===== src/rtl/cpu.sv =====
// cpu: single-cycle MIPS-subset processor with a hard-wired program ROM,
// a 32x32 register file and a 64-word data RAM, all in one clock domain.
module cpu (
    input  logic        Clock,
    input  logic        Reset,
    output logic [31:0] tmp
);

    localparam logic [5:0] OP_RTYPE = 6'h00;
    localparam logic [5:0] OP_J     = 6'h02;
    localparam logic [5:0] OP_BEQ   = 6'h04;
    localparam logic [5:0] OP_ADDI  = 6'h08;
    localparam logic [5:0] OP_LW    = 6'h23;
    localparam logic [5:0] OP_SW    = 6'h2B;

    localparam logic [5:0] FN_ADD = 6'h20;
    localparam logic [5:0] FN_SUB = 6'h22;
    localparam logic [5:0] FN_AND = 6'h24;
    localparam logic [5:0] FN_OR  = 6'h25;
    localparam logic [5:0] FN_SLT = 6'h2A;

    // Built-in program; every unlisted word is 0, which decodes as a NOP.
    function automatic logic [31:0] rom_word(input logic [5:0] idx);
        logic [31:0] w;
        case (idx)
            6'd0:    w = 32'h2001_0005; // addi $1,$0,5
            6'd1:    w = 32'h2002_0003; // addi $2,$0,3
            6'd2:    w = 32'h0022_1820; // add  $3,$1,$2
            6'd3:    w = 32'h0022_2022; // sub  $4,$1,$2
            6'd4:    w = 32'h0022_2824; // and  $5,$1,$2
            6'd5:    w = 32'h0022_3025; // or   $6,$1,$2
            6'd6:    w = 32'h0041_382A; // slt  $7,$2,$1
            6'd7:    w = 32'hAC03_0004; // sw   $3,4($0)
            6'd8:    w = 32'h8C08_0004; // lw   $8,4($0)
            6'd9:    w = 32'h1103_0001; // beq  $8,$3,+1
            6'd10:   w = 32'h2009_0063; // addi $9,$0,99
            6'd11:   w = 32'h0800_0000; // j    0
            default: w = 32'h0000_0000;
        endcase
        return w;
    endfunction

    logic [31:0] pc_q, pc_d;
    logic [31:0] rf_q   [32];
    logic [31:0] rf_d   [32];
    logic [31:0] dmem_q [64];
    logic [31:0] dmem_d [64];

    logic [31:0] instr;
    logic [5:0]  opcode, funct;
    logic [4:0]  rs, rt, rd, shamt;
    logic [31:0] imm_ext, rs_val, rt_val, pc_plus4;

    logic [31:0] alu_res;
    logic        reg_we, mem_we;
    logic [4:0]  reg_wa;
    logic [31:0] reg_wd;

    assign instr    = rom_word(pc_q[7:2]);
    assign opcode   = instr[31:26];
    assign rs       = instr[25:21];
    assign rt       = instr[20:16];
    assign rd       = instr[15:11];
    assign shamt    = instr[10:6];
    assign funct    = instr[5:0];
    assign imm_ext  = {{16{instr[15]}}, instr[15:0]};
    assign rs_val   = (rs == 5'd0) ? 32'd0 : rf_q[rs];
    assign rt_val   = (rt == 5'd0) ? 32'd0 : rf_q[rt];
    assign pc_plus4 = pc_q + 32'd4;

    // Decode and execute: ALU result, write-back controls and next PC.
    always_comb begin
        alu_res = 32'd0;
        reg_we  = 1'b0;
        reg_wa  = 5'd0;
        reg_wd  = 32'd0;
        mem_we  = 1'b0;
        pc_d    = pc_plus4;
        case (opcode)
            OP_RTYPE: begin
                // A nonzero shift amount is not a valid encoding for these ops.
                if (shamt == 5'd0) begin
                    case (funct)
                        FN_ADD: begin alu_res = rs_val + rt_val; reg_we = 1'b1; end
                        FN_SUB: begin alu_res = rs_val - rt_val; reg_we = 1'b1; end
                        FN_AND: begin alu_res = rs_val & rt_val; reg_we = 1'b1; end
                        FN_OR:  begin alu_res = rs_val | rt_val; reg_we = 1'b1; end
                        FN_SLT: begin
                            alu_res = ($signed(rs_val) < $signed(rt_val)) ? 32'd1 : 32'd0;
                            reg_we  = 1'b1;
                        end
                        default: ;
                    endcase
                end
                reg_wa = rd;
                reg_wd = alu_res;
            end
            OP_ADDI: begin
                alu_res = rs_val + imm_ext;
                reg_we  = 1'b1;
                reg_wa  = rt;
                reg_wd  = alu_res;
            end
            OP_LW: begin
                // Reads the RAM as it stood before this edge.
                alu_res = rs_val + imm_ext;
                reg_we  = 1'b1;
                reg_wa  = rt;
                reg_wd  = dmem_q[alu_res[7:2]];
            end
            OP_SW: begin
                alu_res = rs_val + imm_ext;
                mem_we  = 1'b1;
            end
            OP_BEQ: begin
                alu_res = rs_val - rt_val;
                if (rs_val == rt_val) begin
                    pc_d = pc_plus4 + {imm_ext[29:0], 2'b00};
                end
            end
            OP_J: begin
                pc_d = {pc_plus4[31:28], instr[25:0], 2'b00};
            end
            default: ;
        endcase
    end

    // Next-state register file and data RAM; $0 writes are dropped here.
    always_comb begin
        rf_d   = rf_q;
        dmem_d = dmem_q;
        if (reg_we && (reg_wa != 5'd0)) begin
            rf_d[reg_wa] = reg_wd;
        end
        if (mem_we) begin
            dmem_d[alu_res[7:2]] = rt_val;
        end
    end

    // State commit; reset clears PC, registers and data RAM.
    always_ff @(posedge Clock) begin
        if (!Reset) begin
            pc_q <= 32'd0;
            for (int i = 0; i < 32; i++) rf_q[i]   <= 32'd0;
            for (int i = 0; i < 64; i++) dmem_q[i] <= 32'd0;
        end else begin
            pc_q   <= pc_d;
            rf_q   <= rf_d;
            dmem_q <= dmem_d;
        end
    end

    assign tmp = Reset ? alu_res : 32'd0;

endmodule


===== config.mk =====
export PLATFORM = sky130hd
export DESIGN_NAME = cpu
export DESIGN_NICKNAME = d
export VERILOG_FILES = /design/src/rtl/cpu.sv
export SDC_FILE = /design/constraint.sdc
export NUM_CORES = 2
export LEC_CHECK = 0
export BUFFER_PORTS_ARGS = -buffer_cell sky130_fd_sc_hd__buf_2
export CAP_MARGIN = 15
export CORE_MARGIN = 2
export CORE_UTILIZATION = 51
export CTS_BUF_LIST = sky130_fd_sc_hd__clkbuf_4
export DETAILED_ROUTE_END_ITERATION = 16
export PLACE_DENSITY = 0.66
export SYNTH_ARGS = -nofsm -noshare
export SYNTH_HDL_FRONTEND = slang
export SYNTH_SLANG_ARGS = --single-unit

===== constraint.sdc =====
create_clock -name Clock -period 10.5 [get_ports Clock]
set_input_delay 0.525 -clock Clock [delete_from_list [all_inputs] [get_ports Clock]]
set_output_delay 0.525 -clock Clock [all_outputs]
set_load 0.02 [all_outputs]

**After elaboration in Yosys (flattened, before gate mapping)**

Memories as Yosys holds them, arrays and structs flattened. A register that Yosys moved wholly into a read port is not among the register bits.
Cells that the tools add are included.

- Flip-flop bits (word level): 3,104
- Memory bits (read-only): 320
- Bits of input ports: 2
- Logic and storage cells: 173
- Memories: 1

Memories:

| memory | words | width | rd ports | clocked after memory_dff | wr ports | RTL line | text |
|---|---|---|---|---|---|---|---|
| (name not given) | 16 | 20 | 1 | 1 | 0 | 25 | `case (idx)` |

- Add/sub/neg operators: 5
- $lt $le $gt $ge: 8
- Eq/ne operators: 11
- Mux-type cells: 32
- Bitwise gates (word level): 7
- Reduce and logical (&&, ||, !) cells: 12

Operators with widths:

| kind | number |
|---|---|
| 2048-bit bitwise mux | 1 |
| 1024-bit bitwise mux | 1 |
| 32-bit 2-to-1 mux | 14 |
| 32-bit binary-select mux with 5-bit select | 2 |
| 32-bit binary-select mux with 6-bit select | 1 |
| 32-bit demux with 6-bit select | 1 |
| 32-bit one-hot mux with 3 select lines | 2 |
| 32-bit demux with 5-bit select | 1 |
| 32-bit one-hot mux with 5 select lines | 1 |
| 32-bit adder | 3 |
| 32-bit one-hot mux with 2 select lines | 1 |
| 6-bit equality test (second input constant) | 7 |
| 32-bit by 3-bit adder with 32-bit output (second input constant) | 1 |
| 32-bit AND | 1 |
| 32-bit equality test | 1 |
| 32-bit < comparator | 1 |
| 32-bit OR | 1 |
| 32-bit subtractor | 1 |
| 6-bit greater-or-equal comparator (second input constant) | 3 |
| 5-bit NOT with 6-bit output | 3 |
| 5-bit logical NOT | 3 |
| 7-bit greater-or-equal comparator (second input constant) | 2 |
| 6-bit NOT with 7-bit output | 2 |
| 5-bit one-hot mux with 2 select lines | 1 |
| 15 further kinds | 20 |

**Depth between registers and ports, before layout**

- Depth in word-level cells: 18
- Depth in mapped cells: 28
- Depth with buffers taken out: 20

**Worst setup path after synthesis**

OpenSTA, ideal clock, no wires.

- Kind: reg-to-reg
- Start: register (tool-made name)
- End: register rf_q[945] (netlist bit)
- Setup time: 0.142 ns
- Data arrival time: 6.493 ns
- Setup slack: 3.865 ns
- Cell stages (with the launch flop): 25
- Path buffers: 11
- Clock period less this slack: 6.635 ns
- Path through: dfxtp_1 > buf_4 > buf_6 > buf_4 > buf_2 > buf_2 > buf_2 > buf_1 > clkbuf_1 > nand2_1 > o21ai_0 > and2_1 > ha_1 > inv_1 > fa_1 > xnor2_4 > buf_6 > buf_2 > buf_1 > mux4_2 > mux4_2 > a22oi_1 > nand2_1 > a211oi_1 > a21oi_1

RTL lines:

| what | RTL line | text |
|---|---|---|
| to (signal assigned) | 148 | `rf_q <= rf_d;` |
| to (decl) | 44 | `logic [31:0] rf_q [32];` |

==> qor.log <==
INFO  floorplan      core-area=213000um2
INFO  synth          synth.yosys.seq_area_share=42.0%
INFO  setup_path     crit_fanout=65
INFO  sta            grt_setup_unrepaired=no
INFO  routing        routed_length_per_placed_instance=26.3um
INFO  place          finalWeightedCongestion=1.01
INFO  synth          yosys.cell_types.count=106
INFO  flow_run       cap_violations=0
INFO  cells_and_area layout_commonest_cell=sky130_fd_sc_hd__nor2_1
INFO  cts            clock_tree.buffer_depth=4
INFO  floorplan      floorplan.die.width=467um
INFO  routing        drtPass1Iterations=7
INFO  pwr            comb_power_share=20.5%
INFO  cells_and_area layout-area-overhead-vs-synth=8.10%
INFO  setup_path     worstSetupStartpointType=flip-flop
INFO  routing        route.vias.total=82100
INFO  synth          asyncSetResetFlopFracSynth=0%
INFO  place          dpl.hpwl=218mm
INFO  place          postPlaceCellArea=111000um2
INFO  synth          mappedNetlistNets=10500
INFO  routing        route.final.wire_length=354mm
INFO  sta            period_minus_slack=8.91ns
INFO  cells_and_area layout_common_cells=sky130_fd_sc_hd__nor2_1 (2346), sky130_fd_sc_hd__dfxtp_1 (2289), sky130_fd_sc_hd__mux2i_1 (2136), sky130_fd_sc_hd__clkbuf_4 (885), sky130_fd_sc_hd__mux4_2 (668)
INFO  pwr            power_report.internal_total=13.9mW
INFO  routing        route.met2.wl=158mm
INFO  sta            setup-tns-final=0ns
INFO  synth          synth_seq_cells=2295
INFO  synth          postSynthCellCount=10400
INFO  setup_path     arrival_time_worst_endpoint=8.38ns
INFO  global_route   antenna_violations_before_repair=19
INFO  cts            cts-resized-gates=0
INFO  synth          synth.cell_area=109000um2
INFO  setup_path     crit_required=9.98ns
INFO  global_route   grt_max_degree=236
INFO  sta            final_report_max_slew_violation_count=0
INFO  status         outcome=completed
INFO  synth          synth-main-ff-cell=sky130_fd_sc_hd__dfxtp_1
INFO  synth          per_instance_average_area_after_synthesis=10.5um2
INFO  floorplan      floorplan.die.height=467um
INFO  routing        drt_iter0_markers=8877
INFO  global_route   grt_util_all_layers=31.8%
INFO  routing        wirelength_met1=147mm
INFO  floorplan      top_level_ports=34
INFO  floorplan      start_util=51.4%
INFO  sta            max_freq=112MHz
INFO  pwr            sequentialPowerShare=42.9%
INFO  pwr            swShare=32.6%
INFO  pwr            clock_power_share=36.6%
INFO  place          port_buffers=33
INFO  cells_and_area num-nets-final=10400
INFO  floorplan      die_area=218000um2
INFO  sta            fin_worst_hold_slack=0.274ns
INFO  floorplan      fp-row-count=169
INFO  routing        wl_met3=30.3mm
INFO  pwr            netSwitchingPower=6.75mW
INFO  cts            path_clk_slew=0.06ns
INFO  cts            tritoncts.num_buffers=614
INFO  hold_path      min_path_type=input port to flip-flop
INFO  routing        drc_errors=0
INFO  synth          number_of_warnings_issued_by_yosys=0
INFO  pwr            power.ir.vdd_worst=0.134mV
INFO  cts            ctsHoldBuffers=1
INFO  cts            clk_latency=1.44ns
INFO  routing        avgViaCountPerCell=6.09
INFO  pwr            power_density=175nW/um2
INFO  routing        final_antenna_net_count=0
INFO  cells_and_area postLayoutCellArea=118000um2
INFO  sta            timing_hold_violations_final=0
INFO  global_route   grt_first_pass_wirelength=524mm
INFO  cts            cts_sinks=2295
INFO  cts            cts_tree=built
INFO  cells_and_area layout-drive-gt1-share=19.8%
INFO  routing        maxUsedRoutingLayer=met5
INFO  cts            cts-root-buf=sky130_fd_sc_hd__clkbuf_4
INFO  sta            period_share=84.8%
INFO  global_route   global_route.overflow_total=0
INFO  setup_path     critical_path_class=flip-flop to primary output
INFO  cts            post-cts-setup-buffers=0
INFO  synth          synth_enable_flop_cells=0
INFO  sta            transition_time_at_the_pin_with_the_least_slew_margin=1.42ns
INFO  setup_path     timing.critical_path.to_type=primary output
INFO  pwr            p_leak=49.0nW
INFO  global_route   grt_pass1_vias=81000
INFO  cts            htree_num_levels=6
INFO  sta            clock-skew-final=0.120ns
INFO  sta            finalSetupViolations=0
INFO  sta            timing.max_slew.rel_slack=4.65%
[power by group through the flow]
stage | Sequential (mW) | Combinational [mW] | Clock (mW)
after detailed placement | 9.06 | 4.15 | 0
after global placement | 9.06 | 4.15 | 0
after floorplan | 9.02 | 2.82 | 0
final | 8.87 | 4.24 | 7.58
after CTS | 8.87 | 4.16 | 7.75
after global routing | 8.87 | 4.43 | 8.22
[area by class of cell]
| cell class | instances | area [um2] |
|---|---|---|
| Timing Repair Buffer | 254 | 2060 |
| Clock inverter | 126 | 592 |
| Clock buffer | 885 | 6640 |
| Multi-Input combinational cell | 6971 | 58900 |
| Tap cell | 2821 | 3530 |
| Fill cell | 18400 | 94500 |
| Sequential cell | 2295 | 46000 |
| Antenna cell | 14 | 35.0 |
| Inverter | 122 | 465 |
[synth_stat cells (all sizes together) (17+ instances only)]
| master | instances | area share [%] |
|---|---|---|
| nor2 | 2371 | 8.1 |
| dfxtp | 2295 | 42 |
| mux2i | 2136 | 20 |
| mux4 | 668 | 14 |
| clkbuf | 625 | 2.1 |
| buf | 388 | 2.2 |
| a21oi | 261 | 1.2 |
| o21ai | 255 | 1.2 |
| nand2 | 148 | 0.52 |
| inv | 121 | 0.42 |
| ha | 120 | 1.4 |
| nand3 | 106 | 0.55 |
| nor3 | 92 | 0.75 |
| a211oi | 86 | 0.60 |
| a22oi | 85 | 0.58 |
| mux2 | 75 | 0.77 |
| xnor2 | 65 | 0.54 |
| a221oi | 49 | 0.43 |
| and2 | 45 | 0.26 |
| nor2b | 33 | 0.19 |
| o22ai | 24 | 0.14 |
| a31oi | 23 | 0.15 |
| a221o | 21 | 0.19 |
| nand2b | 20 | 0.11 |
| nand4 | 17 | 0.097 |
| o31ai | 17 | 0.12 |
[routing by layer]
layer  track usage, %  vias to the layer above
li1                 -                    36800
met4             16.8                        6
met3             7.24                      762
met2             48.9                     3615
met1             41.8                    40900
met5                0                        -
[flip-flops by register name, indices dropped and copies added (netlist names), named ones only]
| register | flops |
|---|---|
| pc_q | 6 |
| rf_q | 224 |
| dmem_q | 2048 |
[through the flow]
step,utilization (%),worst slack (ns),instances,total power [mW]
floorplan,-,3.86,10400,11.8
global placement,52.1,2.37,12500,13.2
detailed placement,52.1,2.78,12500,13.2
CTS,55.6,1.79,13500,20.8
global route,55.6,1.30,13500,21.5
finish,55.6,1.59,13500,20.7
[worst max-delay path: stages (launching register included)]
cell and delay (ns):
sky130_fd_sc_hd__dfxtp_4 0.58, sky130_fd_sc_hd__buf_4 0.73, sky130_fd_sc_hd__nor2b_2 0.11, sky130_fd_sc_hd__buf_4 0.25
sky130_fd_sc_hd__a221o_1 0.37, sky130_fd_sc_hd__nand3_1 0.13, sky130_fd_sc_hd__o21ai_4 0.11, sky130_fd_sc_hd__buf_4 0.45
sky130_fd_sc_hd__ha_1 0.45, sky130_fd_sc_hd__a2111oi_0 0.59, sky130_fd_sc_hd__a2111oi_0 0.24, sky130_fd_sc_hd__a211oi_1 0.86
sky130_fd_sc_hd__a21oi_1 0.23, sky130_fd_sc_hd__xnor2_1 0.18, sky130_fd_sc_hd__a221oi_1 0.89, sky130_fd_sc_hd__nor2_1 0.08
sky130_fd_sc_hd__a211oi_1 0.39, sky130_fd_sc_hd__nor2_1 0.08, sky130_fd_sc_hd__buf_2 0.18
[final timing paths]
check | start | end | slack (ns) | cells past startpoint
min | Reset | rf_q[927] | 0.27 | 4
max reg2reg | flip-flop | rf_q[909] | 2.49 | 17
max | flip-flop | tmp[21] | 1.59 | 18
min reg2reg | dmem_q[820] | dmem_q[820] | 0.49 | 2
[logic make-up after synthesis]
family	share of synthesized area [%]
simple gates	11.0
mux	34.1
flops	42.0
buf+inv	4.80
compound gates	5.99
fa+ha+maj	1.45
xor+xnor	0.633
Power figures use the tool's default switching activity.
